[src/rtl/cbus_arbiter_rr_pkg.sv]
// Shared CBus transaction types and arbiter policy encoding.
package cbus_arbiter_rr_pkg;

  typedef struct packed {
    logic        valid;
    logic        we;
    logic [3:0]  be;
    logic [31:0] addr;
    logic [31:0] wdata;
  } cbus_req_t;

  typedef struct packed {
    logic        ready;
    logic        last;
    logic        err;
    logic [31:0] rdata;
  } cbus_resp_t;

  typedef enum logic {ARB_FIXED, ARB_RR} arb_mode_t;

  // Index width with a floor of one bit so a single-port arbiter still has a grant index.
  function automatic int unsigned idx_width(int unsigned n);
    return (n > 1) ? $clog2(n) : 1;
  endfunction

endpackage

[src/rtl/cbus_arbiter_rr_pick.sv]
// Wrap-around priority picker: first request at or after start, with one optional port masked.
module cbus_arbiter_rr_pick #(
  parameter int unsigned NUM_INPUTS = 2,
  parameter int unsigned IDX_W      = 1
) (
  input  logic [NUM_INPUTS-1:0] req,
  input  logic [IDX_W-1:0]      start,
  input  logic [NUM_INPUTS-1:0] mask_out,
  output logic [IDX_W-1:0]      idx,
  output logic [NUM_INPUTS-1:0] onehot,
  output logic                  any
);

  logic [NUM_INPUTS-1:0]   req_m;
  logic [2*NUM_INPUTS-1:0] req_dbl;

  assign req_m   = req & ~mask_out;
  // Second copy lets a linear scan from start wrap past the top port.
  assign req_dbl = {req_m, req_m};

  always_comb begin
    idx = '0;
    any = 1'b0;
    for (int unsigned i = 0; i < 2 * NUM_INPUTS; i++) begin
      if (!any && (i >= 32'(start)) && req_dbl[i]) begin
        any = 1'b1;
        idx = IDX_W'(i % NUM_INPUTS);
      end
    end
  end

  assign onehot = any ? (NUM_INPUTS'(1) << idx) : '0;

endmodule

[src/rtl/cbus_arbiter_rr.sv]
// N-to-1 CBus arbiter, fixed-priority or round-robin, grant held until the response's last beat.
module cbus_arbiter_rr
  import cbus_arbiter_rr_pkg::*;
#(
  parameter int unsigned NUM_INPUTS = 2,
  parameter int unsigned RR_MODE    = 1,
  parameter int unsigned MAX_HOLD   = 4,
  localparam int unsigned IDX_W     = idx_width(NUM_INPUTS)
) (
  input  logic                  clk,
  input  logic                  reset,
  input  cbus_req_t             ireqs  [NUM_INPUTS],
  output cbus_resp_t            iresps [NUM_INPUTS],
  output cbus_req_t             oreq,
  input  cbus_resp_t            oresp,
  output logic                  busy,
  output logic [IDX_W-1:0]      grant_idx,
  output logic [NUM_INPUTS-1:0] grant_oh
);

  localparam arb_mode_t   Mode   = (RR_MODE != 0) ? ARB_RR : ARB_FIXED;
  localparam int unsigned HOLD_W = (MAX_HOLD > 0) ? $clog2(MAX_HOLD + 1) : 1;

  logic              busy_q, busy_d;
  logic [IDX_W-1:0]  idx_q, idx_d;
  logic [IDX_W-1:0]  rr_ptr_q, rr_ptr_d;
  logic [HOLD_W-1:0] hold_cnt_q, hold_cnt_d;
  logic [IDX_W-1:0]  last_idx_q, last_idx_d;

  logic [NUM_INPUTS-1:0] req_valid, last_oh, mask_out, sel_oh;
  logic [IDX_W-1:0]      start, sel_idx, cur_idx;
  logic                  sel_any, others_valid, hold_block, issue, active, complete;
  logic [HOLD_W-1:0]     hold_inc;

  always_comb begin
    req_valid = '0;
    for (int unsigned i = 0; i < NUM_INPUTS; i++) begin
      req_valid[i] = ireqs[i].valid;
    end
  end

  // Once the last owner has used up its hold budget it steps aside, but only if someone waits.
  assign last_oh      = NUM_INPUTS'(1) << last_idx_q;
  assign others_valid = |(req_valid & ~last_oh);
  assign hold_block   = (MAX_HOLD != 0) && (hold_cnt_q >= HOLD_W'(MAX_HOLD)) && others_valid;
  assign mask_out     = hold_block ? last_oh : '0;
  assign start        = (Mode == ARB_RR) ? rr_ptr_q : '0;

  cbus_arbiter_rr_pick #(
    .NUM_INPUTS (NUM_INPUTS),
    .IDX_W      (IDX_W)
  ) u_pick (
    .req      (req_valid),
    .start    (start),
    .mask_out (mask_out),
    .idx      (sel_idx),
    .onehot   (sel_oh),
    .any      (sel_any)
  );

  assign issue    = !busy_q && sel_any;
  assign active   = busy_q || issue;
  assign cur_idx  = busy_q ? idx_q : sel_idx;
  assign complete = active && oresp.last;
  assign hold_inc = (hold_cnt_q >= HOLD_W'(MAX_HOLD)) ? HOLD_W'(MAX_HOLD) : hold_cnt_q + 1'b1;

  always_comb begin
    oreq      = '0;
    busy      = 1'b0;
    grant_oh  = '0;
    grant_idx = cur_idx;
    for (int unsigned i = 0; i < NUM_INPUTS; i++) begin
      iresps[i] = '0;
    end
    if (reset && active) begin
      oreq            = ireqs[cur_idx];
      iresps[cur_idx] = oresp;
      busy            = 1'b1;
      grant_oh        = busy_q ? (NUM_INPUTS'(1) << idx_q) : sel_oh;
    end
  end

  always_comb begin
    busy_d     = busy_q;
    idx_d      = idx_q;
    rr_ptr_d   = rr_ptr_q;
    hold_cnt_d = hold_cnt_q;
    last_idx_d = last_idx_q;
    if (!reset) begin
      busy_d     = 1'b0;
      idx_d      = '0;
      rr_ptr_d   = '0;
      hold_cnt_d = '0;
      last_idx_d = '0;
    end else begin
      if (issue) begin
        busy_d = 1'b1;
        idx_d  = sel_idx;
      end
      // Completion wins over issue so a same-cycle last never leaves busy_q set.
      if (complete) begin
        busy_d     = 1'b0;
        rr_ptr_d   = (cur_idx == IDX_W'(NUM_INPUTS - 1)) ? '0 : cur_idx + 1'b1;
        hold_cnt_d = (cur_idx == last_idx_q) ? hold_inc : HOLD_W'(1);
        last_idx_d = cur_idx;
      end
    end
  end

  always_ff @(posedge clk) begin
    busy_q     <= busy_d;
    idx_q      <= idx_d;
    rr_ptr_q   <= rr_ptr_d;
    hold_cnt_q <= hold_cnt_d;
    last_idx_q <= last_idx_d;
  end

endmodule

[config.mk]
export PLATFORM = sky130hd
export DESIGN_NAME = cbus_arbiter_rr
export DESIGN_NICKNAME = d
export VERILOG_FILES = /design/src/rtl/cbus_arbiter_rr_pkg.sv /design/src/rtl/cbus_arbiter_rr_pick.sv /design/src/rtl/cbus_arbiter_rr.sv
export SDC_FILE = /design/constraint.sdc
export NUM_CORES = 1
export LEC_CHECK = 0
export CAP_MARGIN = 20
export CORE_AREA = 4 4 123 125
export CTS_CLUSTER_SIZE = 12
export DETAILED_ROUTE_END_ITERATION = 8
export DIE_AREA = 0 0 127 129
export SKIP_LAST_GASP = 1
export SYNTH_ARGS = -nofsm -noshare
export SYNTH_HDL_FRONTEND = slang
export SYNTH_SLANG_ARGS = --single-unit
[constraint.sdc]
create_clock -name clk -period 5.3 [get_ports clk]
set_input_delay 1.06 -clock clk [delete_from_list [all_inputs] [get_ports clk]]
set_output_delay 1.06 -clock clk [all_outputs]
set_load 0.1 [all_outputs]
==> results.ini, run 1 <==
[hold_path]
hp-start=hold_cnt_q[1]$_SDFFE_PN0P_
hold_end=hold_cnt_q[1]$_SDFFE_PN0P_
holdPathStages=2
hold_path.class=reg -> reg

[synth]
synth_top_area_share_pct=37.9
synth.top_cells.by_area=a22o_1, and2_1, dfxtp_1, buf_2, buf_6
syn_avg_cell_area_um2=7.67
synth_edf_count=0
synthFlopType=dfxtp_1
yosys_register_bits=7
syn_inst=208
yosys_warnings=0
netlist_area_mm2=0.00160
ys_types=29
synth_fp_nets=387
yosysSeqAreaShare_pct=8.78
yosys.area.top_type=a22o_1
ys_async_sr_fraction_pct=0

[worst_setup_path]
cp-start-kind=primary input
timing.reg2reg.worst_path_depth=4
crit_type=in -> out
r2r_slack_ns=3.74
worstPathMaxFanout=61
r2r_start=hold_cnt_q[2]$_SDFFE_PN0P_
cp.required_ns=4.24
crit_arrival_ns=3.30
cp-end-kind=primary output
r2r_end=hold_cnt_q[0]$_SDFFE_PN0P_

[sta]
drv_slew=0
fin_tns_setup_ns=0
fin_skew_ns=0.000231
tightest_slew_ns=0.971
setup_viol=0
timing.final.crit_share_pct=82.3
layout_setup_ws_ns=0.940
hold_violations=0
fin_crit_ns=4.36
fmax_ghz=0.229
rsz0062_at_grt=no
relSlewSlack_pct=35.1

[clock_network]
insertion_delay_ns=0.23
clockRootBuffer=clkbuf_16
cts_tree=done
clock_sinks=7
cts_resized=0
post_cts.repair.setup_buffers=0
htreeDepth=1
clkSlewWorstSetupHoldPaths_ns=0.04
cts_buffers=3
postCtsHoldBufs=0
clockBufferDepth=2

[die]
dieArea_mm2=0.0164
row_count=43
die_h_um=129
num_io_pins=321
die_x_um=127
start_util_pct=11.5
core_mm2=0.0139

[place]
io_buffers=320
dpl.hpwl_mm=10.3
placed_cells=688
place_ws_ns=0.947
routabilityCongestion=0.904

[drt]
wl_mm=11.8
drt-pass1-iter-count=6
antenna_left=0
vias=2841
vias_per_cell=4.10
wl_per_cell_um=17.1
drt-initial-drc-count=79
drc=0

[job]
drv_cap=0

[grt]
grt_pass1_vias=2765
grt.overflow.total=0
grt_max_degree=64
antenna_found_initial=1
grt_pass1_wl_mm=16.5
grt.total_usage_pct=12.6

[layout]
fin_cells=693
syn2layout_area_growth_pct=242
final_common_cell=clkdlybuf4s50_1
drive_above_1_share_pct=30.3
nets=692
mostFrequentLayoutCells=clkdlybuf4s50_1, buf_4, and2_1

[pwr]
ir_worst_vdd_mv=0.146
leakage_nw=2.33
powerDensity_mw_per_mm2=223

[outcome]
status=complete, no violations

-- report_power, final --
part / internal (W) / switching (W)
sequential: 0.0000563 / 0.00000327
clock: 0.000100 / 0.0000277
combinational: 0.000349 / 0.000681
-- cell families after synthesis --
kind of cell | Yosys count | synth area share, %
simple gates | 86 | 33.0
compound gates | 85 | 46.3
buf+inv | 27 | 9.73
flops | 7 | 8.78
fa+ha+maj | 2 | 1.57
mux | 1 | 0.627
-- state kept, by name (all words and copies together) (netlist names) --
name,cells
idx_q,1
rr_ptr_q,1
hold_cnt_q,3
last_idx_q,1
busy_q,1
-- cells in the mapped netlist (2+ instances only) --
cell      number
ha_1           2
dfxtp_1        7
o31a_1         2
o21ai_0        3
and3_1         2
buf_4          3
nor2b_1        3
clkbuf_1       7
a21oi_1        2
buf_2         10
and2_1        70
buf_6          4
a22o_1        69
nand2_1        7
inv_1          3
-- worst max-delay path by stage --
stage,start,to,slack [ns],cells after the start
global route,ireqs[139],oreq[61],0.83,7
floorplan,ireqs[139],oreq[69],0.46,4
global placement,ireqs[139],oreq[30],0.99,7
detailed placement,ireqs[139],oreq[6],0.95,7
finish,ireqs[139],oreq[59],0.94,7
CTS,ireqs[139],oreq[30],0.94,7
-- cell type report --
cell class | count | area (um^2)
Antenna cell | 1 | 2.50
Clock buffer | 4 | 78.8
Tap cell | 180 | 225
Sequential cell | 7 | 140
Fill cell | 1358 | 8430
Timing Repair Buffer | 324 | 3690
Multi-Input combinational cell | 174 | 1310
Inverter | 3 | 11.3
-- stage by stage --
| step | area, um^2 | util [%] | total power (W) | hold WS [ns] |
|---|---|---|---|---|
| final | 5460 | 39.3 | 0.00122 | 0.484 |
| after global routing | 5460 | 39.3 | 0.00125 | 0.529 |
| after CTS | 5450 | 39.3 | 0.00123 | 0.486 |
| after detailed placement | 5370 | 38.7 | 0.00110 | 0.480 |
| after global placement | 5370 | 38.7 | 0.00109 | 0.474 |
| after floorplan | 1600 | - | 0.000720 | 0.463 |
-- worst max-delay path, cell delays in order --
cell and delay, ns:
clkdlybuf4s50_1 0.54, inv_1 0.12, o31ai_4 0.35, and3_2 0.24, buf_4 0.45, a22o_1 0.29, buf_12 0.19
-- layer usage --
layer  GRT usage, %  wire, um
met1           13.9      4320
met5              0         0
met4           2.90       142
met3           3.20      1010
met2           24.3      6360
(Power assumes the default switching activity.)
==> run 2: changes to the inputs <==
- CORE_AREA: 4 4 123 125 -> 4 4 122 124
- DIE_AREA: 0 0 127 129 -> 0 0 126 128
- clock period: 5.3 -> 4.2 ns (I/O delays scaled with it)
==> run 2 against run 1 <==
Effect of this change:
- utilization is 6.6 points higher
- sequential cell count is the same
- combinational power is 40% higher
- register-to-register slack worse by 1.2 ns
- critical path depth did not move
- sequential power increased by 27%
- wire length is 14% higher
- largest power group unchanged
- clock-buffer cell count did not move
- largest cell class unchanged
- die area decreased by 1.6%
- worst hold slack improved by 0.0095 ns
- clock power increased by 27%
==> results.ini, run 2 (same netlist as run 1, synthesis figures left out) <==
[drt]
vias=2897
antenna_left=0
drc=0
wl_mm=13.5
vias_per_cell=4.18
drt-pass1-iter-count=4
drt-initial-drc-count=94
wl_per_cell_um=19.5

[outcome]
status=complete, no violations

[worst_setup_path]
cp-end-kind=primary output
crit_arrival_ns=3.00
crit_type=in -> out
cp.required_ns=3.36
timing.critical_path.from=ireqs[139]
r2r_slack_ns=2.58
r2r_start=hold_cnt_q[2]$_SDFFE_PN0P_
worstPathMaxFanout=42
cp-start-kind=primary input
r2r_end=hold_cnt_q[0]$_SDFFE_PN0P_
timing.reg2reg.worst_path_depth=4

[layout]
antenna_cells=0
nets=693
drive_above_1_share_pct=30.8
final_common_cell=clkdlybuf4s50_1
multi_input_area_mm2=0.00131
regMostFlops=hold_cnt_q
final_area_mm2=0.00632
seqCellArea_um2=140
syn2layout_area_growth_pct=296
largest_reg_flops=3
fillCellCount=1276
mostFrequentLayoutCells=clkdlybuf4s50_1, buf_12, and2_1

[clock_network]
clkSlewWorstSetupHoldPaths_ns=0.04
htreeDepth=1
clock_sinks=7
postCtsHoldBufs=0
cts_buffers=3
clockRootBuffer=clkbuf_16
clockBufferDepth=2
cts_tree=done
post_cts.repair.setup_buffers=0
insertion_delay_ns=0.23
cts_resized=0

[die]
die_h_um=128
row_count=43
num_io_pins=321
dieArea_mm2=0.0161
start_util_pct=11.6
die_x_um=126
core_mm2=0.0138

[place]
io_buffers=320
dpl.hpwl_mm=11.7
place_area_mm2=0.00625
routabilityCongestion=0.953
place_ws_ns=0.351

[sta]
tightest_slew_ns=0.445
drv_slew=0
fin_tns_setup_ns=0
whs_ns=0.494
rsz0062_at_grt=no
relSlewSlack_pct=70.3
layout_setup_ws_ns=0.361
timing.final.crit_share_pct=91.4
fin_skew_ns=0.000220
fmax_ghz=0.261
hold_violations=0
fin_crit_ns=3.84
setup_viol=0

[grt]
grt_pass1_vias=3013
antenna_found_initial=0
grt_max_degree=64
grt_pass1_wl_mm=19.0
grt.overflow.total=0
grt.total_usage_pct=14.9

[hold_path]
hold_path.class=reg -> reg
hold_end=hold_cnt_q[1]$_SDFFE_PN0P_
holdPathStages=2
hp-start=hold_cnt_q[1]$_SDFFE_PN0P_

[pwr]
leakage_nw=2.56
ir_worst_vdd_mv=0.342
powerDensity_mw_per_mm2=266

[job]
drv_cap=0

[run 2: cell types whose count changed in the layout (fill, tap and decap cells not counted), sizes merged]
| cell | delta |
|---|---|
| diode | -1 |
| clkdlybuf4s50 | -1 |
| buf | +2 |
[run 2: worst max path at each step]
stage	to	depth (start not counted)
finish	oreq[13]	7
global route	oreq[13]	7
CTS	oreq[13]	7
detailed placement	oreq[13]	7
global placement	oreq[12]	7
floorplan	iresps[35]	5
[run 2: power by group]
group	switching (W)	leakage, nW	total, W	internal, W
logic	0.000891	2.47	0.00144	0.000553
clock network	0.0000356	0.0382	0.000162	0.000126
registers	0.00000445	0.0576	0.0000755	0.0000711
[run 2: stage by stage]
stage / utilization [%] / total power, W / instances
final: 45.9 / 0.00168 / 693
after global routing: 45.9 / 0.00172 / 693
after CTS: 45.9 / 0.00169 / 693
after detailed placement: 45.3 / 0.00153 / 689
after global placement: 45.3 / 0.00152 / 689
after floorplan: - / 0.000909 / 208
[run 2: area by class of cell]
cell class / instances / area share [%]
repair buffers: 325 / 72.0
multi-input cells: 174 / 20.8
well taps: 180 / 3.56
flip-flops and latches: 7 / 2.22
clock buffers: 4 / 1.25
inverters: 3 / 0.178
[run 2: per-layer routing]
layer	wire, um	share of wire, %	vias to the layer above	track usage (%)
li1	-	-	1381	-
met1	5050	37	1358	16.7
met2	7530	56	148	29.7
met3	852	6.3	10	3.13
met4	89	0.66	0	1.51
met5	0	0	-	0
[run 2: critical path: stages]
cell and delay [ns]:
clkdlybuf4s50_1 0.54, inv_1 0.12, o31ai_4 0.34, and3_2 0.28, buf_4 0.38, a22o_1 0.28
buf_12 0.19
